`src/rtl/sysid_check_pkg.sv`:
```
// -----------------------------------------------------------------------------
// sysid_check_pkg
// Shared definitions for the system-ID check master:
//   - state_e         : sequencing FSM states (3-bit encoding)
//   - SYSID_ADDR_ID   : word address of the system ID in the sysid slave
//   - SYSID_ADDR_TS   : word address of the generation timestamp
//   - TIMEOUT_CNT_W   : width of the per-phase timeout counter
// -----------------------------------------------------------------------------
package sysid_check_pkg;

  localparam int   TIMEOUT_CNT_W = 16;

  localparam logic SYSID_ADDR_ID = 1'b0;
  localparam logic SYSID_ADDR_TS = 1'b1;

  typedef enum logic [2:0] {
    ST_IDLE    = 3'd0,
    ST_REQ_ID  = 3'd1,
    ST_WAIT_ID = 3'd2,
    ST_REQ_TS  = 3'd3,
    ST_WAIT_TS = 3'd4,
    ST_FIN     = 3'd5
  } state_e;

endpackage

```
`src/rtl/sysid_check_master_if.sv`:
```
// -----------------------------------------------------------------------------
// sysid_check_master_if
// Avalon-MM read-only bus between the check master and the sysid slave.
//   avm_address        master -> slave  word address (0 = ID, 1 = timestamp)
//   avm_read           master -> slave  read request
//   avm_readdata       slave  -> master 32-bit read data
//   avm_waitrequest    slave  -> master stall, request must be held
//   avm_readdatavalid  slave  -> master qualifies avm_readdata
// Modports: master (the check block), slave (the sysid peripheral / model).
// -----------------------------------------------------------------------------
interface sysid_check_master_if;

  logic        avm_address;
  logic        avm_read;
  logic [31:0] avm_readdata;
  logic        avm_waitrequest;
  logic        avm_readdatavalid;

  modport master (
    output avm_address,
    output avm_read,
    input  avm_readdata,
    input  avm_waitrequest,
    input  avm_readdatavalid
  );

  modport slave (
    input  avm_address,
    input  avm_read,
    output avm_readdata,
    output avm_waitrequest,
    output avm_readdatavalid
  );

endinterface

```
`src/rtl/avm_single_read.sv`:
```
// -----------------------------------------------------------------------------
// avm_single_read
// Handshake and timeout logic for one Avalon-MM single-word read. Time-shared
// by the ID and timestamp phases; the owning FSM says which part of the phase
// it is in and clears the counter when a new request phase starts.
// Ports:
//   clock, reset_n  clock and asynchronous active-low reset
//   clear           restart the phase timeout counter (entry to a REQ state)
//   req_phase       owner is in a REQ state (request must be driven)
//   wait_phase      owner is in a WAIT state (request accepted, awaiting data)
//   waitrequest     slave stall
//   readdatavalid   slave data qualifier
//   read            avm_read to the slave
//   accepted        request taken by the slave this cycle
//   captured        read data is valid and belongs to this phase
//   timed_out       phase hit TIMEOUT_CYCLES; abort
// -----------------------------------------------------------------------------
module avm_single_read
  import sysid_check_pkg::*;
#(
  parameter int TIMEOUT_CYCLES = 255
) (
  input  logic clock,
  input  logic reset_n,
  input  logic clear,
  input  logic req_phase,
  input  logic wait_phase,
  input  logic waitrequest,
  input  logic readdatavalid,
  output logic read,
  output logic accepted,
  output logic captured,
  output logic timed_out
);

  localparam logic [TIMEOUT_CNT_W-1:0] TIMEOUT_LIMIT = TIMEOUT_CNT_W'(TIMEOUT_CYCLES);

  logic                     active;
  logic [TIMEOUT_CNT_W-1:0] cnt;

  assign active = req_phase | wait_phase;

  // NOTE: state registers use non-blocking assignment so every flop samples
  // pre-edge values regardless of process ordering in simulation.
  always_ff @(posedge clock or negedge reset_n) begin
    if (!reset_n) begin
      cnt <= '0;
    end else if (clear) begin
      cnt <= '0;
    end else if (active) begin
      cnt <= cnt + TIMEOUT_CNT_W'(1);
    end
  end

  // The timeout cycle itself drops the request so nothing new is accepted
  // while the owner is heading to FIN.
  assign timed_out = active && (cnt == TIMEOUT_LIMIT);
  assign read      = req_phase && !timed_out;
  assign accepted  = read && !waitrequest;
  // Data is only ours in a WAIT state or in the accept cycle itself
  // (zero-latency slave); a stray readdatavalid elsewhere is ignored.
  assign captured  = readdatavalid && !timed_out && (accepted || wait_phase);

endmodule

```
`src/rtl/sysid_check_master.sv`:
```
// -----------------------------------------------------------------------------
// sysid_check_master
// Avalon-MM read master that reads the system-ID slave (word 0 = ID, word 1 =
// generation timestamp), compares both against the build's expected values
// and reports the outcome through sticky status flags.
// Ports:
//   clock, reset_n     clock and asynchronous active-low reset
//   start              one-cycle pulse launching a check (ignored while busy)
//   avm                Avalon-MM master modport (address/read/readdata/
//                      waitrequest/readdatavalid)
//   id_value           captured word 0
//   timestamp_value    captured word 1
//   busy               check in progress
//   done               check finished, sticky until the next start
//   id_ok              id_value matched EXPECTED_ID
//   timestamp_ok       timestamp_value matched EXPECTED_TIMESTAMP
//   timeout_err        a read phase ran for TIMEOUT_CYCLES without completing
// Build option:
//   SYSID_AUTOSTART_EN defined: one check launches automatically on the first
//   clock edge after reset release; start still works afterwards.
// -----------------------------------------------------------------------------
module sysid_check_master
  import sysid_check_pkg::*;
#(
  parameter logic [31:0] EXPECTED_ID        = 32'h0000_0000,
  parameter logic [31:0] EXPECTED_TIMESTAMP = 32'd1575193418,
  parameter int          TIMEOUT_CYCLES     = 255
) (
  input  logic                        clock,
  input  logic                        reset_n,
  input  logic                        start,
  sysid_check_master_if.master        avm,
  output logic [31:0]                 id_value,
  output logic [31:0]                 timestamp_value,
  output logic                        busy,
  output logic                        done,
  output logic                        id_ok,
  output logic                        timestamp_ok,
  output logic                        timeout_err
);

  state_e state, state_nxt;
  logic   launch;
  logic   req_phase, wait_phase, ts_phase;
  logic   phase_clear;
  logic   rd_read, rd_accepted, rd_captured, rd_timed_out;
  logic   id_match, ts_match;

`ifdef SYSID_AUTOSTART_EN
  // Set by reset, so it is high for exactly the first edge after release.
  logic auto_pend;

  always_ff @(posedge clock or negedge reset_n) begin
    if (!reset_n) auto_pend <= 1'b1;
    else          auto_pend <= 1'b0;
  end

  assign launch = start | auto_pend;
`else
  assign launch = start;
`endif

  assign req_phase  = (state == ST_REQ_ID)  || (state == ST_REQ_TS);
  assign wait_phase = (state == ST_WAIT_ID) || (state == ST_WAIT_TS);
  assign ts_phase   = (state == ST_REQ_TS)  || (state == ST_WAIT_TS);

  // REQ states only self-loop, so "next is REQ and current is not" marks entry.
  assign phase_clear = ((state_nxt == ST_REQ_ID) && (state != ST_REQ_ID)) ||
                       ((state_nxt == ST_REQ_TS) && (state != ST_REQ_TS));

  avm_single_read #(
    .TIMEOUT_CYCLES (TIMEOUT_CYCLES)
  ) u_read (
    .clock         (clock),
    .reset_n       (reset_n),
    .clear         (phase_clear),
    .req_phase     (req_phase),
    .wait_phase    (wait_phase),
    .waitrequest   (avm.avm_waitrequest),
    .readdatavalid (avm.avm_readdatavalid),
    .read          (rd_read),
    .accepted      (rd_accepted),
    .captured      (rd_captured),
    .timed_out     (rd_timed_out)
  );

  // Derived from registered state, so reset drops avm_read asynchronously.
  assign avm.avm_read    = rd_read;
  assign avm.avm_address = ts_phase ? SYSID_ADDR_TS : SYSID_ADDR_ID;

  always_ff @(posedge clock or negedge reset_n) begin
    if (!reset_n) state <= ST_IDLE;
    else          state <= state_nxt;
  end

  // NOTE: state_nxt gets its default before the case so no path leaves it
  // unassigned, which would otherwise infer a latch.
  always_comb begin
    state_nxt = state;
    unique case (state)
      ST_IDLE:    if (launch) state_nxt = ST_REQ_ID;
      ST_REQ_ID: begin
        if      (rd_timed_out) state_nxt = ST_FIN;
        else if (rd_captured)  state_nxt = ST_REQ_TS;
        else if (rd_accepted)  state_nxt = ST_WAIT_ID;
      end
      ST_WAIT_ID: begin
        if      (rd_timed_out) state_nxt = ST_FIN;
        else if (rd_captured)  state_nxt = ST_REQ_TS;
      end
      ST_REQ_TS: begin
        if      (rd_timed_out) state_nxt = ST_FIN;
        else if (rd_captured)  state_nxt = ST_FIN;
        else if (rd_accepted)  state_nxt = ST_WAIT_TS;
      end
      ST_WAIT_TS: begin
        if (rd_timed_out || rd_captured) state_nxt = ST_FIN;
      end
      ST_FIN:     state_nxt = ST_IDLE;
      default:    state_nxt = ST_IDLE;
    endcase
  end

  always_ff @(posedge clock or negedge reset_n) begin
    if (!reset_n) begin
      id_value        <= '0;
      timestamp_value <= '0;
      id_match        <= 1'b0;
      ts_match        <= 1'b0;
      busy            <= 1'b0;
      done            <= 1'b0;
      id_ok           <= 1'b0;
      timestamp_ok    <= 1'b0;
      timeout_err     <= 1'b0;
    end else begin
      if ((state == ST_IDLE) && launch) begin
        busy         <= 1'b1;
        done         <= 1'b0;
        id_ok        <= 1'b0;
        timestamp_ok <= 1'b0;
        timeout_err  <= 1'b0;
        id_match     <= 1'b0;
        ts_match     <= 1'b0;
      end

      // Compares are registered at capture so FIN only forwards flops.
      if (rd_captured && !ts_phase) begin
        id_value <= avm.avm_readdata;
        id_match <= (avm.avm_readdata == EXPECTED_ID);
      end
      if (rd_captured && ts_phase) begin
        timestamp_value <= avm.avm_readdata;
        ts_match        <= (avm.avm_readdata == EXPECTED_TIMESTAMP);
      end

      if (rd_timed_out) timeout_err <= 1'b1;

      // A timed-out check never reports ok, even if a stale match is held.
      if (state == ST_FIN) begin
        busy         <= 1'b0;
        done         <= 1'b1;
        id_ok        <= id_match && !timeout_err;
        timestamp_ok <= ts_match && !timeout_err;
      end
    end
  end

endmodule

```
`src/flat_wrapper.sv`:
```
// flat-port wrapper written by rule: the top's interface ports become plain ports
module sysid_check_master_flat import sysid_check_pkg::*;
#(
  parameter logic [31:0] EXPECTED_ID        = 32'h0000_0000,
  parameter logic [31:0] EXPECTED_TIMESTAMP = 32'd1575193418,
  parameter int          TIMEOUT_CYCLES     = 255
)
  (clock, reset_n, start, id_value, timestamp_value, busy, done, id_ok, timestamp_ok, timeout_err, avm_avm_address, avm_avm_read, avm_avm_readdata, avm_avm_waitrequest, avm_avm_readdatavalid);
  sysid_check_master_if avm_i ();
  input  logic clock;
  input  logic reset_n;
  input  logic start;
  output logic [31:0] id_value;
  output logic [31:0] timestamp_value;
  output logic busy;
  output logic done;
  output logic id_ok;
  output logic timestamp_ok;
  output logic timeout_err;
  output wire logic [$bits(avm_i.avm_address)-1:0] avm_avm_address;
  output wire logic [$bits(avm_i.avm_read)-1:0] avm_avm_read;
  input wire logic [$bits(avm_i.avm_readdata)-1:0] avm_avm_readdata;
  input wire logic [$bits(avm_i.avm_waitrequest)-1:0] avm_avm_waitrequest;
  input wire logic [$bits(avm_i.avm_readdatavalid)-1:0] avm_avm_readdatavalid;
  assign avm_avm_address = avm_i.avm_address;
  assign avm_avm_read = avm_i.avm_read;
  assign avm_i.avm_readdata = avm_avm_readdata;
  assign avm_i.avm_waitrequest = avm_avm_waitrequest;
  assign avm_i.avm_readdatavalid = avm_avm_readdatavalid;
  sysid_check_master #(.EXPECTED_ID(EXPECTED_ID), .EXPECTED_TIMESTAMP(EXPECTED_TIMESTAMP), .TIMEOUT_CYCLES(TIMEOUT_CYCLES)) u_core (.clock(clock), .reset_n(reset_n), .start(start), .avm(avm_i), .id_value(id_value), .timestamp_value(timestamp_value), .busy(busy), .done(done), .id_ok(id_ok), .timestamp_ok(timestamp_ok), .timeout_err(timeout_err));
endmodule
```
`config.mk`:
```
export PLATFORM = sky130hd
export DESIGN_NAME = sysid_check_master_flat
export DESIGN_NICKNAME = d
export VERILOG_FILES = /design/src/rtl/sysid_check_pkg.sv /design/src/rtl/sysid_check_master_if.sv /design/src/rtl/avm_single_read.sv /design/src/rtl/sysid_check_master.sv /design/src/flat_wrapper.sv
export SDC_FILE = /design/constraint.sdc
export NUM_CORES = 1
export LEC_CHECK = 0
export BUFFER_PORTS_ARGS = -buffer_cell sky130_fd_sc_hd__buf_2
export CORE_ASPECT_RATIO = 1.75
export CORE_MARGIN = 2
export CORE_UTILIZATION = 47
export DETAILED_ROUTE_END_ITERATION = 8
export PLACE_DENSITY = 0.81
export SLEW_MARGIN = 25
export SYNTH_ARGS = -nofsm -noshare
export SYNTH_HDL_FRONTEND = slang
export SYNTH_SLANG_ARGS = --single-unit
```
`constraint.sdc`:
```
create_clock -name clock -period 2.1 [get_ports clock]
set_input_delay 0.315 -clock clock [delete_from_list [all_inputs] [get_ports clock]]
set_output_delay 0.315 -clock clock [all_outputs]
set_load 0.005 [all_outputs]
```
=== Yosys cells after proc, flatten, opt, wreduce, memory -nomap -nowiden ===
Cells that the tools add are included.

* Add/sub/neg operators: 1
* Equality and inequality tests: 11
* Multiplexer cells: 23
* Bitwise operators: 1
* Reduce and logical (&&, ||, !) cells: 29

{| class="wikitable"
|+ Operator list
! operator !! count
|-
| $eq A32 B31 Y1 const B || 1
|-
| $logic_not A32 Y1 || 1
|-
| $mux W16 || 2
|-
| $mux W3 || 10
|-
| $add A16 B1 Y16 const B || 1
|-
| $eq A16 B8 Y1 const B || 1
|-
| $pmux W3 S5 || 1
|-
| $logic_and A1 B1 Y1 || 12
|-
| $mux W1 || 10
|-
| $reduce_bool A2 Y1 || 5
|-
| $eq A3 B2 Y1 const B || 3
|-
| $eq A3 B1 Y1 const B || 2
|-
| $eq A3 B3 Y1 const B || 2
|-
| $logic_or A1 B1 Y1 || 6
|-
| $logic_not A1 Y1 || 4
|-
| $logic_not A3 Y1 || 1
|-
| $ne A3 B1 Y1 const B || 1
|-
| $ne A3 B2 Y1 const B || 1
|-
| $or A1 B1 Y1 || 1
|}

* Flip-flop bits (word level): 90
* Input bits: 37
* Output and inout bits: 71
* Word-level logic and storage cells: 76

=== Longest topological paths before layout ===
Gate-level depths: netlist of the first run.

* Word-level depth: 16
* Mapped depth: 7
* Gate-level depth less buffers: 5

=== Cells and area by module ===
From an unflattened synthesis of the first run, not the netlist that was laid out.

* Cell total of the unflattened synthesis: 301
* Area total of the unflattened synthesis: 4060.1 µm²

{| class="wikitable"
|+ Modules (own cells, without submodules)
! module !! instances !! cells each !! area each (µm²) !! seq. area each (µm²)
|-
| sysid_check_master || 1 || 208 || 3193.1 || 1851.8
|-
| avm_single_read || 1 || 93 || 867.1 || 400.4
|}

=== Worst setup path after synthesis of the first run ===
No wires, ideal clock.

* Path type: register to register
* Start point: register u_core.u_read.cnt[10]
* End point: register u_core.id_value[11]
* Setup time: 0.125 ns
* Arrival time: 2.020 ns
* Data required time: 1.975 ns
* Setup slack: -0.045 ns
* Cell stages (with the launch flop): 7
* Buffers on the path: 2
* Period minus slack after synthesis: 2.145 ns
* Cell sequence: dfrtp_1 or4_1 nor3_2 a21o_1 buf_2 buf_2 mux2_2

* Cells in the longest elaborated chain, start to end: 8
* Elaborated cells on any way between the ends: 9
* Classes of those cells: eq/ne (1); reduce/logical (8)

{| class="wikitable"
|+ RTL lines
! item !! RTL line !! text
|-
| start: declaration || avm_single_read.sv:39 || <nowiki>logic [TIMEOUT_CNT_W-1:0] cnt;</nowiki>
|-
| start signal: assignment || avm_single_read.sv:51 || <nowiki>cnt <= cnt + TIMEOUT_CNT_W'(1);</nowiki>
|-
| $eq A16 B8 Y1 * || avm_single_read.sv:57 || <nowiki>assign timed_out = active && (cnt == TIMEOUT_LIMIT);</nowiki>
|-
| $logic_and A1 B1 Y1 * || avm_single_read.sv:57 ||
|-
| $logic_not A1 Y1 * || avm_single_read.sv:58, avm_single_read.sv:62 ||
|-
| $logic_and A1 B1 Y1 || avm_single_read.sv:58 || <nowiki>assign read = req_phase && !timed_out;</nowiki>
|-
| $logic_and A1 B1 Y1 || avm_single_read.sv:59 || <nowiki>assign accepted = read && !waitrequest;</nowiki>
|-
| $logic_or A1 B1 Y1 || avm_single_read.sv:62 || <nowiki>assign captured = readdatavalid && !timed_out && (accepted || wait_phase);</nowiki>
|-
| $logic_and A1 B1 Y1 * || avm_single_read.sv:62 ||
|-
| $logic_and A1 B1 Y1 * || sysid_check_master.sv:147 || <nowiki>if (rd_captured && !ts_phase) begin</nowiki>
|-
| end signal: assignment || sysid_check_master.sv:148 || <nowiki>id_value <= avm.avm_readdata;</nowiki>
|-
| end: declaration || sysid_check_master.sv:33 || <nowiki>output logic [31:0] id_value,</nowiki>
|}

Every way passes the cells marked *; elsewhere a longest branch is shown, timed or not.
A chain may end at the register's enable or synchronous reset.

=== Worst setup path in the final report of the first run ===
* Start point: register u_core.u_read.cnt[8]
* End point: output avm_avm_read

* Cells in the longest elaborated chain, start to end: 4

{| class="wikitable"
|+ RTL lines
! item !! RTL line !! text
|-
| $eq A16 B8 Y1 || avm_single_read.sv:57 ||
|-
| $logic_and A1 B1 Y1 || avm_single_read.sv:57 ||
|-
| $logic_not A1 Y1 || avm_single_read.sv:58 ||
|-
| $logic_and A1 B1 Y1 || avm_single_read.sv:58 ||
|-
| end: declaration || flat_wrapper.sv:21 || <nowiki>output wire logic [$bits(avm_i.avm_read)-1:0] avm_avm_read;</nowiki>
|}

Every way passes these cells.

==> impl_metrics.json, run 1 <==
{
  "outcome": "complete, but fails checks",
  "violations": "setup timing",
  "overflow": 0,
  "clkPwrFrac_pct": 22.3,
  "grt_max_degree": 60,
  "antenna_found_initial": 0,
  "synth_area_um2": 3950,
  "ys_types": 47,
  "preCtsSetupSlack_ns": -0.0830,
  "syn_nets": 345,
  "synth-seq-cells": 90,
  "cts_max_path_buffers": 2,
  "synthToLayoutAreaGrowth_pct": 35.8,
  "cts_made_buffers": 9,
  "io_pins": 108,
  "cap_violations": 0,
  "min_path_type": "primary input to flop",
  "rsz0062_at_grt": "yes",
  "hpwl_mm": 6.96,
  "worstHoldStart": "avm_avm_readdata[12]",
  "cellPowerDensity_nw_per_um2": 1390,
  "avgSynthCellArea_um2": 12.9,
  "routed_via_density": 5.68,
  "placed_area_um2": 4750,
  "crit_fanout": 2,
  "min_period_ns": 2.25,
  "setup_viol": 82,
  "start_util_pct": 47.8,
  "routedWlPerCell_um": 19.0,
  "crit_type": "flop to output port",
  "slew_headroom_pct": 59.2,
  "worst-r2r-setup-slack_ns": -0.14,
  "hold_viol_final": 0,
  "cts_sinks": 90,
  "end_kind": "output port",
  "leakage_nw": 2.55,
  "synth-async-reset-ratio_pct": 100,
  "die_h_um": 125,
  "worstReg2RegStart": "u_core.u_read.cnt[8]",
  "comb_power_share_pct": 39.2,
  "totalNegativeSetupSlack_ns": -7.59,
  "nNetsFinal": 486,
  "finClkSkew_ns": 0.00588,
  "clk_pin_slew_ns": 0.07,
  "crit_arrival_ns": 1.94,
  "post-route-cell-area_um2": 5370,
  "reg2reg_to": "u_core.id_value[30]",
  "synth-edff-count": 0,
  "wirelength_mm": 10.4,
  "finalCritPeriodShare_pct": 107,
  "drive_gt1_share_pct": 52.1,
  "rr_worst_depth": 7,
  "required_ns": 1.78,
  "grt_pass1_vias": 3144,
  "grtUsageTotal_pct": 21.6,
  "drc": 0,
  "worstMarginPinSlew_ns": 0.606,
  "fmax_ghz": 0.443,
  "cts_tree": "yes",
  "core-area_um2": 8260,
  "syn-instance-count": 307,
  "holdWs_ns": 0.242,
  "num_vias": 3094,
  "ys_seq_area_share_pct": 57.0,
  "synth_ff_type": "dfrtp_1",
  "die_area_um2": 9180,
  "p_switching_mw": 2.32,
  "io_buffers": 107,
  "gp_congestion": 0.821,
  "clkLatencyLatePin_ns": 0.33,
  "root_buffer": "clkbuf_16",
  "finalWorstSetupSlack_ns": -0.155,
  "p_int_mw": 5.15,
  "firstDrtPassIters": 4,
  "seqPwrFrac_pct": 38.5,
  "startpoint_type": "flop",
  "htree_levels": 3,
  "p_sw_share_pct": 31.0,
  "hold_end": "u_core.id_value[12]",
  "final_util_pct": 65.0,
  "die-width_um": 73.3,
  "finalMaxSlewViolations": 0,
  "insertedDiodeCount": 0,
  "peakVddDrop_mv": 1.03,
  "grt_first_pass_wirelength_mm": 15.2,
  "ant_nets": 0,
  "yosysWarnings": 0,
  "drtIter0Drc": 111,
  "rows": 44,
  "whs_path_depth": 2
}
worst max-delay path, cell delays in order, from the launching register on:
cell     delay [ns]
dfrtp_1        0.38
or4_4          0.54
or2_0          0.24
nor3_1         0.15
buf_4          0.15
nor2b_1        0.04
buf_2          0.12
power groups by stage:
stage	Clock [mW]	Combinational (mW)	Sequential, mW
5_1_grt	1.75	3.15	2.96
3_3_place_gp	0	2.45	2.84
2_1_floorplan	0	1.33	2.88
3_5_place_dp	0	2.53	2.88
6_report	1.67	2.93	2.87
4_1_cts	1.69	2.58	2.86
through the flow:
stage	instances	total power [mW]
finish	545	7.47
global placement	514	5.29
CTS	537	7.13
global route	545	7.86
detailed placement	514	5.42
floorplan	307	4.20
placed cells by master (no fill, tap or decap), types with 7 or more instances in the layout:
master     count
clkbuf_16     13
nor2_1         8
a21oi_1       10
a22oi_1        7
buf_2        106
dfrtp_1       90
nand2_1        8
mux2_4        18
xnor2_1        7
nor4_1         9
nand4_1        7
buf_4         26
mux2_2        46
final cells by class:
class / instances / area, um^2
Inverter: 4 / 15.0
Multi-Input combinational cell: 196 / 1690
Clock inverter: 6 / 72.6
Fill cell: 615 / 2890
Timing Repair Buffer: 147 / 983
Tap cell: 92 / 115
Clock buffer: 10 / 239
Sequential cell: 90 / 2250
how the worst max path moves through the flow:
stage	depth (start not counted)	start	slack (ns)	endpoint
3_5_place_dp	5	u_core.u_read.cnt[15]	-0.08	u_core.u_read.cnt[10]
4_1_cts	6	u_core.u_read.cnt[8]	-0.15	avm_avm_read
6_report	6	u_core.u_read.cnt[8]	-0.15	avm_avm_read
3_3_place_gp	5	u_core.u_read.cnt[15]	-0.008	u_core.u_read.cnt[8]
5_1_grt	6	u_core.u_read.cnt[8]	-0.24	avm_avm_read
2_1_floorplan	6	u_core.u_read.cnt[15]	-0.05	u_core.u_read.cnt[15]
what timing repair did:
| item | in CTS | in global routing |
|---|---|---|
| setup buffers | 5 | 3 |
| setup endpoints to repair | 33 | 83 |
| cloned | 1 | 5 |
| hold buffers | 1 | 0 |
| resized for setup | 3 | 28 |
| hold endpoints to repair | 31 | 0 |
| pin swaps | 4 | 3 |
cell families after synthesis:
family	count (synthesis)	synth area share, %
compound gates	41	6.87
xor+xnor	8	1.77
fa+ha+maj	1	0.317
buf+inv	21	2.69
flops	90	57.0
mux	67	19.0
simple gates	79	12.3
metal layers:
layer / GRT usage (%) / vias to the layer above / routed length [um] / part of all wire [%]
li1: - / 1421 / - / -
met1: 24.2 / 1547 / 3820 / 37
met2: 38.2 / 107 / 5720 / 55
met3: 5.32 / 19 / 603 / 5.8
met4: 8.34 / 0 / 235 / 2.3
met5: 0 / - / 0 / 0
sequential cells by signal, summed over array words and instances (netlist names):
| register | flops |
|---|---|
| u_core.timestamp_value | 32 |
| u_core.ts_match | 1 |
| u_core.state | 3 |
| u_core.id_value | 32 |
| u_core.timestamp_ok | 1 |
| u_core.u_read.cnt | 16 |
| u_core.id_match | 1 |
| u_core.timeout_err | 1 |
| u_core.busy | 1 |
| u_core.id_ok | 1 |
| u_core.done | 1 |
cell usage after synthesis (7+ instances only):
cell,instances,area (um^2)
buf_2,7,35.0
o21ai_0,7,35.0
nor4_1,9,56.3
a22oi_1,7,52.6
or4_1,7,52.6
xnor2_1,7,61.3
nand4_1,7,43.8
nand2_1,8,30.0
dfrtp_1,90,2250
mux2_2,60,676
a21oi_1,11,55.1
nor2_1,8,30.0
(Power assumes the default switching activity.)
==> run 2, diff against run 1 <==
PLACE_DENSITY = 0.8   (was 0.81)
SYNTH_HIERARCHICAL = 1   (was unset)
==> run 2 against run 1 <==
The flow still finishes with violations (setup timing). Die area increased by 2.7%. Hold slack improved by 0.0033 ns. Via count about the same.
==> impl_metrics.json, run 2 <==
{
  "outcome": "complete, but fails checks",
  "violations": "setup timing",
  "yosys.area.top_type": "dfrtp_1",
  "nNetsFinal": 507,
  "clk_pin_slew_ns": 0.06,
  "finalMaxSlewViolations": 0,
  "avgSynthCellArea_um2": 13.5,
  "crit_arrival_ns": 2.65,
  "core-area_um2": 8370,
  "finClkSkew_ns": 0.00331,
  "finalWorstSetupSlack_ns": -0.331,
  "rsz0062_at_grt": "yes",
  "rows": 44,
  "io_pins": 108,
  "root_buffer": "clkbuf_16",
  "clkLatencyLatePin_ns": 0.33,
  "grtUsageTotal_pct": 23.7,
  "final_cell_mix": "buf_2 (106), dfrtp_1 (88), mux2_4 (65)",
  "ys_types": 45,
  "grt_first_pass_wirelength_mm": 16.8,
  "firstDrtPassIters": 4,
  "start_util_pct": 48.5,
  "setup_viol": 82,
  "path_cells": "xnor2_4, nor2_4, o2111ai_4, nor2_2, and3_4, nor2b_4, o21ai_2, nand2b_1, a22oi_2, and3b_2, nand2b_4, a21oi_2, a31o_1",
  "leakage_nw": 2.95,
  "syn_nets": 339,
  "cts_max_path_buffers": 2,
  "die_h_um": 127,
  "synth_top_cells_by_count": "dfrtp_1 (90), mux2_2 (36), mux2_4 (28), nor2_1 (21), nand2_1 (14)",
  "synth-async-reset-ratio_pct": 100,
  "crit_fanout": 7,
  "cts_tree": "yes",
  "yosysWarnings": 6,
  "slew_headroom_pct": 53.7,
  "synth_area_um2": 4060,
  "peakVddDrop_mv": 0.843,
  "power.total_mw": 8.74,
  "insertedDiodeCount": 0,
  "end_kind": "flop",
  "drtIter0Drc": 168,
  "min_path_type": "primary input to flop",
  "overflow": 0,
  "synth-seq-cells": 90,
  "grt_max_degree": 42,
  "cts_made_buffers": 9,
  "io_buffers": 107,
  "die_area_um2": 9430,
  "antenna_found_initial": 0,
  "cts_sinks": 90,
  "cp_slowest_cell": "dfrtp_2",
  "ant_nets": 0,
  "drive_gt1_share_pct": 59.0,
  "crit_family": "simple AND/OR/NAND/NOR gates",
  "startpoint_type": "flop",
  "synthToLayoutAreaGrowth_pct": 43.6,
  "synth-edff-count": 0,
  "crit_type": "flop to flop",
  "synthTopCellsByArea": "dfrtp_1 (55%), mux2_4 (10%), mux2_2 (10%)",
  "yosysMostFrequentCell": "dfrtp_1",
  "hold_viol_final": 0,
  "min_period_ns": 2.43,
  "num_vias": 3097,
  "cellPowerDensity_nw_per_um2": 1500,
  "die-width_um": 74.3,
  "routedWlPerCell_um": 18.0,
  "cap_violations": 0,
  "htree_levels": 3,
  "routed_via_density": 5.27,
  "worstMarginPinSlew_ns": 0.689,
  "gp_congestion": 0.821,
  "drc": 0,
  "crit_path_max_incr_delay_ns": 0.44,
  "critPathBufInv": 0,
  "ys_seq_area_share_pct": 55.5,
  "hpwl_mm": 7.38,
  "wirelength_mm": 10.6,
  "syn-instance-count": 301,
  "fillers": 580,
  "final_common_cell": "buf_2",
  "reg.largest.list": "u_core/id_value x32, u_core/timestamp_value x32, u_core/u_read/cnt x16",
  "fmax_ghz": 0.411,
  "synth_ff_type": "dfrtp_1",
  "totalNegativeSetupSlack_ns": -16.34,
  "required_ns": 2.32,
  "grt_pass1_vias": 3328,
  "synth_top_area_share_pct": 55.5,
  "finalCritPeriodShare_pct": 116
}
==> run 2: through the flow <==
step / utilization [%] / instance area, um^2 / hold slack (ns) / instances / worst slack, ns
6_report: 69.7 / 5830 / 0.245 / 588 / -0.331
3_3_place_gp: 61.8 / 5170 / 0.330 / 556 / -0.361
5_1_grt: 69.7 / 5830 / 0.227 / 588 / -0.440
3_5_place_dp: 61.8 / 5170 / 0.330 / 556 / -0.475
4_1_cts: 68.4 / 5730 / 0.228 / 585 / -0.282
2_1_floorplan: - / 4280 / 0.0194 / 301 / -0.509
==> run 2: report_power, final <==
part	switching [mW]	internal [mW]
Combinational	1.59	2.54
Clock	0.670	1.04
Sequential	0.449	2.45
Total	2.71	6.02
==> run 2: kinds of logic after synthesis <==
| logic type | Yosys count | synth area share, % |
|---|---|---|
| and+or+nand+nor | 90 | 12.8 |
| DFF | 90 | 55.5 |
| muxes | 65 | 20.6 |
| AOI/OAI and AO/OA | 29 | 5.02 |
| buffers and inverters | 14 | 3.17 |
| xor gates and xnor gates | 12 | 2.59 |
| adders and majority gates | 1 | 0.308 |
==> run 2: final cells by class <==
class	count	area [um^2]	area share (%)
clock inverters	6	91.3	1.57
clock buffers	9	225	3.86
flip-flops and latches	90	2250	38.7
well taps	115	144	2.47
repair buffers	169	1150	19.7
multi-input cells	197	1960	33.6
inverters	2	7.51	0.129
==> run 2: layer usage <==
metal / GRT usage [%] / vias up / routed length (um) / share of wire [%]
li1: - / 1409 / - / -
met1: 28.5 / 1564 / 4170 / 39
met2: 40.0 / 105 / 5670 / 54
met3: 6.20 / 19 / 432 / 4.1
met4: 8.93 / 0 / 304 / 2.9
met5: 0 / - / 0 / 0
==> run 2: timing repair <==
action | CTS | global route
gates resized for setup | 29 | 16
setup buffers | 13 | 6
hold buffers | 1 | 0
cloned | 1 | 3
pin swaps | 7 | 11
setup endpoints to repair | 83 | 84
hold endpoints to repair | 38 | 0
==> run 2: final timing paths <==
kind | startpoint | to | slack (ns) | depth (start not counted)
max in group asynchronous | reset_n | u_core/u_read/cnt[7] | 0.92 | 3
min | avm_avm_readdata[12] | u_core/timestamp_value[12] | 0.24 | 2
min reg2reg | u_core/done | u_core/done | 0.50 | 2
max | u_core/state[2] | u_core/u_read/cnt[15] | -0.33 | 13
max reg2reg | u_core/state[2] | u_core/u_read/cnt[15] | -0.33 | 13
min in group asynchronous | reset_n | u_core/id_value[26] | 0.51 | 2
